File: config.mk
export PLATFORM = sky130hd
export DESIGN_NAME = spi_master_flat
export DESIGN_NICKNAME = d
export VERILOG_FILES = /design/src/rtl/spi_pkg.sv /design/src/rtl/spi_master_if.sv /design/src/rtl/spi_clk_div.sv /design/src/rtl/spi_master.sv /design/src/flat_wrapper.sv
export SDC_FILE = /design/constraint.sdc
export NUM_CORES = 1
export LEC_CHECK = 0
export ABC_AREA = 1
export CAP_MARGIN = 20
export CORE_MARGIN = 2
export CORE_UTILIZATION = 40
export DETAILED_ROUTE_END_ITERATION = 10
export PLACE_DENSITY = 0.7
export SETUP_SLACK_MARGIN = 0.1
export SKIP_CTS_REPAIR_TIMING = 1
export SLEW_MARGIN = 20
export SYNTH_ARGS = -nofsm -noshare
export SYNTH_HDL_FRONTEND = slang
export SYNTH_SLANG_ARGS = --single-unit
File: constraint.sdc
create_clock -name clk -period 4.54 [get_ports clk]
set_clock_uncertainty 0.15 [all_clocks]
set_input_delay 1.362 -clock clk [delete_from_list [all_inputs] [get_ports clk]]
set_output_delay 1.362 -clock clk [all_outputs]
set_load 0.02 [all_outputs]
File: src/rtl/spi_pkg.sv
// Shared SPI definitions: controller state encoding and default geometry.
// Also imported by spi_slave benches so they agree on the defaults.
package spi_pkg;

    localparam int SPI_DATA_W  = 8;
    localparam int SPI_CLK_DIV = 4;

    typedef enum logic [2:0] {
        ST_IDLE,
        ST_SETUP,
        ST_SCLK_HI,
        ST_SCLK_LO,
        ST_HOLD
    } spi_state_t;

endpackage

File: src/rtl/spi_master_if.sv
// Host handshake plus SPI pins for one SPI link.
interface spi_master_if #(
    parameter int DATA_W = 8
);
    logic              start;
    logic [DATA_W-1:0] tx_data;
    logic [DATA_W-1:0] rx_data;
    logic              busy;
    logic              done;
    logic              SCLK;
    logic              CS;
    logic              MOSI;
    logic              MISO;

    modport master (
        input  start, tx_data, MISO,
        output rx_data, busy, done, SCLK, CS, MOSI
    );

    modport slave (
        output start, tx_data, MISO,
        input  rx_data, busy, done, SCLK, CS, MOSI
    );
endinterface

File: src/rtl/spi_clk_div.sv
// Half-period timer: reloads while disabled, ticks on the last cycle of each
// CLK_DIV-cycle window while enabled.
module spi_clk_div
    import spi_pkg::*;
#(
    parameter int CLK_DIV = SPI_CLK_DIV
) (
    input  logic clk,
    input  logic rst_n,
    input  logic en,
    output logic tick
);
    localparam logic [7:0] RELOAD = 8'(CLK_DIV - 1);

    logic [7:0] cnt;

    always_ff @(posedge clk or negedge rst_n) begin
        if (!rst_n) begin
            cnt <= '0;
        end else if (!en || cnt == 8'd0) begin
            cnt <= RELOAD;
        end else begin
            cnt <= cnt - 8'd1;
        end
    end

    assign tick = en && (cnt == 8'd0);
endmodule

File: src/rtl/spi_master.sv
// SPI master, mode 0 (CPOL=0, CPHA=0), MSB first, one word per start.
// All pin outputs come straight from flops.
module spi_master
    import spi_pkg::*;
#(
    parameter int CLK_DIV = SPI_CLK_DIV,
    parameter int DATA_W  = SPI_DATA_W
) (
    input  logic          clk,
    input  logic          rst_n,
    spi_master_if.master  bus
);
    localparam int BIT_CNT_W = $clog2(DATA_W + 1);
    localparam logic [BIT_CNT_W-1:0] LAST_BIT = BIT_CNT_W'(DATA_W);

    spi_state_t           state;
    logic [BIT_CNT_W-1:0] bit_cnt;
    logic [DATA_W-1:0]    tx_sr;
    logic [DATA_W-1:0]    rx_sr;
    logic [DATA_W-1:0]    rx_q;
    logic [DATA_W-1:0]    tx_next;
    logic [DATA_W-1:0]    rx_shift;
    logic                 tick;
    logic                 sclk_q;
    logic                 cs_q;
    logic                 mosi_q;
    logic                 busy_q;
    logic                 done_q;

    spi_clk_div #(.CLK_DIV(CLK_DIV)) u_clk_div (
        .clk   (clk),
        .rst_n (rst_n),
        .en    (state != ST_IDLE),
        .tick  (tick)
    );

    assign tx_next  = tx_sr << 1;
    assign rx_shift = (rx_sr << 1) | DATA_W'(bus.MISO);

    always_ff @(posedge clk or negedge rst_n) begin
        if (!rst_n) begin
            state   <= ST_IDLE;
            bit_cnt <= '0;
            tx_sr   <= '0;
            rx_sr   <= '0;
            rx_q    <= '0;
            sclk_q  <= 1'b0;
            cs_q    <= 1'b1;
            mosi_q  <= 1'b0;
            busy_q  <= 1'b0;
            done_q  <= 1'b0;
        end else begin
            done_q <= 1'b0;
            case (state)
                ST_IDLE: if (bus.start) begin
                    state   <= ST_SETUP;
                    cs_q    <= 1'b0;
                    busy_q  <= 1'b1;
                    sclk_q  <= 1'b0;
                    mosi_q  <= bus.tx_data[DATA_W-1];
                    tx_sr   <= bus.tx_data;
                    bit_cnt <= '0;
                end
                ST_SETUP: if (tick) begin
                    sclk_q  <= 1'b1;
                    rx_sr   <= rx_shift;
                    bit_cnt <= bit_cnt + 1'b1;
                    state   <= ST_SCLK_HI;
                end
                ST_SCLK_HI: if (tick) begin
                    sclk_q <= 1'b0;
                    state  <= ST_SCLK_LO;
                    if (bit_cnt != LAST_BIT) begin
                        tx_sr  <= tx_next;
                        mosi_q <= tx_next[DATA_W-1];
                    end
                end
                // The last bit still gets a full low half-period before HOLD.
                ST_SCLK_LO: if (tick) begin
                    if (bit_cnt == LAST_BIT) begin
                        state <= ST_HOLD;
                    end else begin
                        sclk_q  <= 1'b1;
                        rx_sr   <= rx_shift;
                        bit_cnt <= bit_cnt + 1'b1;
                        state   <= ST_SCLK_HI;
                    end
                end
                ST_HOLD: if (tick) begin
                    cs_q   <= 1'b1;
                    busy_q <= 1'b0;
                    done_q <= 1'b1;
                    mosi_q <= 1'b0;
                    rx_q   <= rx_sr;
                    state  <= ST_IDLE;
                end
                default: state <= ST_IDLE;
            endcase
        end
    end

    assign bus.SCLK    = sclk_q;
    assign bus.CS      = cs_q;
    assign bus.MOSI    = mosi_q;
    assign bus.busy    = busy_q;
    assign bus.done    = done_q;
    assign bus.rx_data = rx_q;
endmodule

File: src/flat_wrapper.sv
// flat-port wrapper written by rule: the top's interface ports become plain ports
module spi_master_flat import spi_pkg::*;
#(
    parameter int CLK_DIV = SPI_CLK_DIV,
    parameter int DATA_W  = SPI_DATA_W
)
  (clk, rst_n, bus_start, bus_tx_data, bus_MISO, bus_rx_data, bus_busy, bus_done, bus_SCLK, bus_CS, bus_MOSI);
  spi_master_if #(.DATA_W(DATA_W)) bus_i ();
  input  logic clk;
  input  logic rst_n;
  input wire logic [$bits(bus_i.start)-1:0] bus_start;
  input wire logic [$bits(bus_i.tx_data)-1:0] bus_tx_data;
  input wire logic [$bits(bus_i.MISO)-1:0] bus_MISO;
  output wire logic [$bits(bus_i.rx_data)-1:0] bus_rx_data;
  output wire logic [$bits(bus_i.busy)-1:0] bus_busy;
  output wire logic [$bits(bus_i.done)-1:0] bus_done;
  output wire logic [$bits(bus_i.SCLK)-1:0] bus_SCLK;
  output wire logic [$bits(bus_i.CS)-1:0] bus_CS;
  output wire logic [$bits(bus_i.MOSI)-1:0] bus_MOSI;
  assign bus_i.start = bus_start;
  assign bus_i.tx_data = bus_tx_data;
  assign bus_i.MISO = bus_MISO;
  assign bus_rx_data = bus_i.rx_data;
  assign bus_busy = bus_i.busy;
  assign bus_done = bus_i.done;
  assign bus_SCLK = bus_i.SCLK;
  assign bus_CS = bus_i.CS;
  assign bus_MOSI = bus_i.MOSI;
  spi_master #(.CLK_DIV(CLK_DIV), .DATA_W(DATA_W)) u_core (.clk(clk), .rst_n(rst_n), .bus(bus_i));
endmodule
## Word level (Yosys, flattened, before mapping)

Index checks and enable logic that the tools add are counted.

| operators by class | value |
|---|---|
| reduce and logical (&&, ||, !) cells | 20 |
| $add $sub $neg | 2 |
| mux-type cells | 36 |
| equal/unequal tests | 13 |
| bitwise logic cells | 1 |

Operator list:

| operator | count |
|---|---|
| $mux W8 | 4 |
| $mux W7 | 3 |
| $mux W3 | 6 |
| $mux W4 | 4 |
| $pmux W8 S2 | 1 |
| $pmux W3 S5 | 1 |
| $reduce_and A5 Y1 | 3 |
| $pmux W7 S2 | 1 |
| $pmux W4 S3 | 1 |
| $mux W1 | 11 |
| $ne A2 B1 Y1 const B | 5 |
| $reduce_bool A3 Y1 | 3 |
| $logic_not A8 Y1 | 1 |
| $or A8 B1 Y8 | 1 |
| $reduce_and A4 Y1 | 2 |
| $sub A8 B1 Y8 const B | 1 |
| $eq A3 B2 Y1 const B | 2 |
| $reduce_and A6 Y1 | 1 |
| $reduce_bool A2 Y1 | 3 |
| $add A4 B1 Y4 const B | 1 |
| $eq A4 B4 Y1 const B | 1 |
| $ne A2 B2 Y1 const B | 2 |
| $ne A4 B4 Y1 const B | 1 |
| $pmux W1 S2 | 2 |
| 11 further kinds | 11 |

| word-level totals | value |
|---|---|
| input bits | 12 |
| logic and storage cells | 83 |
| output and inout bits | 13 |
| flip-flop bits (word level) | 43 |

## Depth between registers and ports, before layout

| depth | value |
|---|---|
| depth in word-level cells | 4 |
| gate-level depth with buffers | 10 |

## Cells and area by module

From an unflattened synthesis, not the netlist that was laid out.

| second synthesis, totals | value |
|---|---|
| cell total of the unflattened synthesis | 265 |
| area total of the unflattened synthesis | 2,208.4 µm² |

By module, submodules not included:

| module | times used | sequential area each (µm²) | cells each | area an instance (µm²) |
|---|---|---|---|---|
| spi_master | 1 | 877.1 | 215 | 1,785.5 |
| spi_clk_div | 1 | 200.2 | 50 | 422.9 |

## Worst setup path after synthesis

OpenSTA, ideal clock, no wires.

| timing path | value |
|---|---|
| path type | in2reg |
| start point | input bus_start |
| end point | register u_core.tx_sr[4] |
| data required time | 4.314 ns |
| setup slack | 2.326 ns |
| setup time | 0.076 ns |
| stages on the path | 6 |
| arrival time | 1.987 ns |
| path buffers | 1 |
| cells stage by stage | o211ai_1 -> inv_1 -> nand2_1 -> buf_4 -> nand2_1 -> o21ai_1 |

| on the way | value |
|---|---|
| longest elaborated chain between the ends | 2 |

Ends and longest elaborated chain:

| element | line | text |
|---|---|---|
| start: declaration | flat_wrapper.sv:11 | `input wire logic [$bits(bus_i.start)-1:0] bus_start;` |
| $ne A2 B2 Y1 (no source line) | n/a |  |
| $reduce_and A4 Y1 (no source line) | n/a |  |
| end signal: assignment | spi_master.sv:61 | `tx_sr <= bus.tx_data;` |
| end signal: assignment | spi_master.sv:74 | `tx_sr <= tx_next;` |
| end: declaration | spi_master.sv:18 | `logic [DATA_W-1:0] tx_sr;` |

Every way passes these cells.
A chain may end at the register's enable or synchronous reset.

## Final worst setup path

| timing path | value |
|---|---|
| start point | register u_core.cs_q (netlist: u_core.bus.CS) |
| end point | output bus_CS |

RTL lines:

| element | line | text |
|---|---|---|
| start: declaration | spi_master.sv:25 | `logic cs_q;` |
| start signal: assignment | spi_master.sv:48 | `cs_q <= 1'b1;` |
| start signal: assignment | spi_master.sv:57 | `cs_q <= 1'b0;` |
| start signal: assignment | spi_master.sv:90 | `cs_q <= 1'b1;` |
| end: declaration | flat_wrapper.sv:18 | `output wire logic [$bits(bus_i.CS)-1:0] bus_CS;` |

No word-level cell between the ends.

==> qor.yml <==
status: "finished, final reports clean"
post-route-period-util_pct: 64.7
die_height_um: 76.5
route.antenna.remaining_nets: 0
drt-initial-drc-count: 58
fmax_ghz: 0.341
post-route-min-period_ns: 2.94
drc_errors: 0
synth_seq_cells: 43
synth.area.top_cells: "sky130_fd_sc_hd__dfrtp_1, sky130_fd_sc_hd__nand2_1, sky130_fd_sc_hd__inv_1, sky130_fd_sc_hd__nor2_1, sky130_fd_sc_hd__o21ai_2"
num_rows: 26
fin_tns_setup_ns: 0
cts.clk_slew.worst_paths_ns: 0.08
timing.final.setup_violations: 0
vdd_drop_max_mv: 0.259
layout-area-overhead-vs-synth_pct: 19.3
die_area_um2: 5850
clkPwrFrac_pct: 21.4
drt-wirelength-per-cell_um: 10.9
dp.cells: 339
power.combinational.fraction_pct: 38.0
cts-buffers-inserted: 5
drive_gt1_share_pct: 13.7
drt-vias-per-instance: 4.62
finalWeightedCongestion: 0.848
dp_hpwl_um: 2750
tritoncts: "done"
global_route_wire_length_before_repair_um: 6900
synth.net_count: 264
netlist_area_um2: 2100
antenna-diode-count: 0
groute.usage.overall_pct: 14.5
synth.lib_cells_used.distinct: 27
power_leakage_nw: 1.24
hold_violations: 0
buffer_ports.inserted: 24
timing.max_slew.rel_slack_pct: 38.4
path_max_fanout: 2
tightest_slew_ns: 0.924
width_of_the_chip_um: 76.5
nNetsFinal: 292
grt_overflow: 0
syn-mean-instance-area_um2: 8.47
timing.setup.critical_path_class: "reg2out"
max_stage_delay_ns: 0.60
rsz0062_at_grt: "false"
worst_path_max_delay_cell: "sky130_fd_sc_hd__clkdlybuf4s50_1"
design.portCount: 25
synth_largest_type_area_fraction_pct: 50.0
clk-insertion-delay-late_ns: 0.29
drv_cap: 0
crit_path_cell_trace: "clkdlybuf4s50_1"
vias: 1603
drt-pass1-iter-count: 6
drt_wl_total_um: 3790
intPower_mw: 0.841
ctsHtreeMaxLevel: 2
clock_tree_root_buffer_cell: "sky130_fd_sc_hd__clkbuf_8"
yosys_warnings: 0
nFillCells: 511
worst-endpoint-arrival_ns: 1.42
timing.critical_path.from_type: "flop"
antenna_found_initial: 0
p_sw_mw: 0.519
grt_max_degree: 44
grt_pass1_vias: 1566
number_of_standard_cells_after_synthesis: 248
sw_frac_of_total_pct: 38.1
synth_area_leader_cell: "sky130_fd_sc_hd__dfrtp_1"
floorplan.initialDensity_pct: 41.4
slew_viol_final: 0
design.core.area_um2: 5070
critical_path_required_ns: 3.03
path_buf_inv: 1
p_per_area_nw_per_um2: 543
post_layout_nonfiller_instances: 347
synth-seq-area-share_pct: 51.3
hp-class: "reg2reg"
cts_buffer_depth: 2
seq_power_share_pct: 40.6
cts_sinks: 43
end_kind: "primary output"
path_delay_family: "buffers and inverters"
per-layer routing:
layer / GRT usage [%] / share of wire, % / vias up
met1: 18.6 / 48 / 734
met3: 3.08 / 4.5 / 8
met5: 0 / 0 / -
li1: - / - / 826
met2: 23.8 / 46 / 35
met4: 6.00 / 1.5 / 0
path summary, 6_finish.rpt:
path / start / to / slack [ns] / cells past startpoint
max: u_core.bus.CS / bus_CS / 1.60 / 1
min: u_core.u_clk_div.cnt[0] / u_core.u_clk_div.cnt[0] / 0.29 / 1
max reg2reg: u_core.bit_cnt[0] / u_core.bit_cnt[0] / 2.64 / 7
min reg2reg: u_core.u_clk_div.cnt[0] / u_core.u_clk_div.cnt[0] / 0.29 / 1
max in group asynchronous: rst_n / u_core.bus.rx_data[6] / 2.62 / 1
min in group asynchronous: rst_n / u_core.bus.rx_data[3] / 1.05 / 1
sequential cells by signal, summed over array words and instances, names as in the netlist:
register              count
u_core.bus.MOSI           1
u_core.bus.rx_data        8
u_core.bus.CS             1
u_core.state              3
u_core.bus.done           1
u_core.u_clk_div.cnt      8
u_core.bus.busy           1
u_core.rx_sr              8
u_core.bit_cnt            4
u_core.bus.SCLK           1
u_core.tx_sr              7
cell usage in the layout (no fill, tap or decap):
| master | n |
|---|---|
| sky130_fd_sc_hd__nand2_1 | 84 |
| sky130_fd_sc_hd__or2_2 | 6 |
| sky130_fd_sc_hd__nand4_1 | 2 |
| sky130_fd_sc_hd__dfrtp_1 | 42 |
| sky130_fd_sc_hd__o211ai_2 | 1 |
| sky130_fd_sc_hd__inv_2 | 5 |
| sky130_fd_sc_hd__nor3_1 | 2 |
| sky130_fd_sc_hd__clkdlybuf4s50_1 | 23 |
| sky130_fd_sc_hd__o21ai_0 | 12 |
| sky130_fd_sc_hd__clkbuf_8 | 5 |
| sky130_fd_sc_hd__ha_1 | 4 |
| sky130_fd_sc_hd__a21oi_1 | 2 |
| sky130_fd_sc_hd__nor2_2 | 1 |
| sky130_fd_sc_hd__nand2_4 | 1 |
| sky130_fd_sc_hd__buf_2 | 1 |
| sky130_fd_sc_hd__nand3_1 | 8 |
| sky130_fd_sc_hd__o21ai_1 | 7 |
| sky130_fd_sc_hd__nand2_2 | 1 |
| sky130_fd_sc_hd__clkinv_2 | 1 |
| sky130_fd_sc_hd__nand3_4 | 1 |
| sky130_fd_sc_hd__inv_4 | 1 |
| sky130_fd_sc_hd__a31oi_1 | 2 |
| sky130_fd_sc_hd__nor2_4 | 4 |
| sky130_fd_sc_hd__o211ai_1 | 1 |
| sky130_fd_sc_hd__o21ai_2 | 7 |
| sky130_fd_sc_hd__clkinv_4 | 1 |
| sky130_fd_sc_hd__bufinv_16 | 1 |
| sky130_fd_sc_hd__dfstp_2 | 1 |
| sky130_fd_sc_hd__nor2_1 | 20 |
| sky130_fd_sc_hd__inv_1 | 24 |
| sky130_fd_sc_hd__xor2_1 | 6 |
metrics by stage:
| stage | hold WS [ns] | setup WS [ns] | area (um^2) | util, % | total power [mW] |
|---|---|---|---|---|---|
| final | 0.285 | 1.60 | 2510 | 49.4 | 1.36 |
| after global routing | 0.328 | 1.56 | 2510 | 49.4 | 1.49 |
| after CTS | 0.293 | 1.59 | 2510 | 49.4 | 1.38 |
| after detailed placement | 0.280 | 1.66 | 2390 | 47.2 | 1.08 |
| after global placement | 0.274 | 1.70 | 2390 | 47.2 | 1.06 |
| after floorplan | 0.259 | 2.33 | 2100 | - | 0.955 |
synth_stat cells:
cell                       count
sky130_fd_sc_hd__xor2_1        6
sky130_fd_sc_hd__dfrtp_1      42
sky130_fd_sc_hd__nand3_1       8
sky130_fd_sc_hd__nand4_1       2
sky130_fd_sc_hd__nand2_1      84
sky130_fd_sc_hd__nand2_2       1
sky130_fd_sc_hd__buf_4         1
sky130_fd_sc_hd__nand3_4       1
sky130_fd_sc_hd__o211ai_1      1
sky130_fd_sc_hd__nand2_4       1
sky130_fd_sc_hd__inv_2         5
sky130_fd_sc_hd__o21ai_2       7
sky130_fd_sc_hd__ha_1          4
sky130_fd_sc_hd__nor2_2        1
sky130_fd_sc_hd__o211ai_2      1
sky130_fd_sc_hd__dfstp_2       1
sky130_fd_sc_hd__o21ai_0      12
sky130_fd_sc_hd__inv_1        24
sky130_fd_sc_hd__nor2_4        4
sky130_fd_sc_hd__nor3_1        2
sky130_fd_sc_hd__o21ai_1       7
sky130_fd_sc_hd__buf_6         2
sky130_fd_sc_hd__nor2_1       20
sky130_fd_sc_hd__a21oi_1       2
sky130_fd_sc_hd__inv_4         1
sky130_fd_sc_hd__or2_2         6
sky130_fd_sc_hd__a31oi_1       2
power by group through the flow:
stage          clock, mW  combinational, mW  sequential, mW
6_report           0.291              0.517           0.552
5_1_grt            0.317              0.601           0.567
4_1_cts            0.301              0.523           0.553
3_5_place_dp           0              0.521           0.559
3_3_place_gp           0              0.504           0.558
2_1_floorplan          0              0.398           0.557
final cells by class:
type	count	area [um^2]	area share (%)
flip-flops and latches	43	1080	43.0
multi-input cells	172	878	35.0
repair buffers	24	235	9.39
inverters	30	115	4.59
well taps	70	87.6	3.49
clock buffers	5	68.8	2.75
clock inverters	3	43.8	1.75
kinds of logic after synthesis:
kind of cell	share of synthesized area, %
DFF	51.3
adders and majority gates	2.38
and+or+nand+nor	27.5
xor gates and xnor gates	2.50
buffers and inverters	6.91
AOI/OAI and AO/OA	9.47
Note: power is estimated with default switching activity, not from simulation.
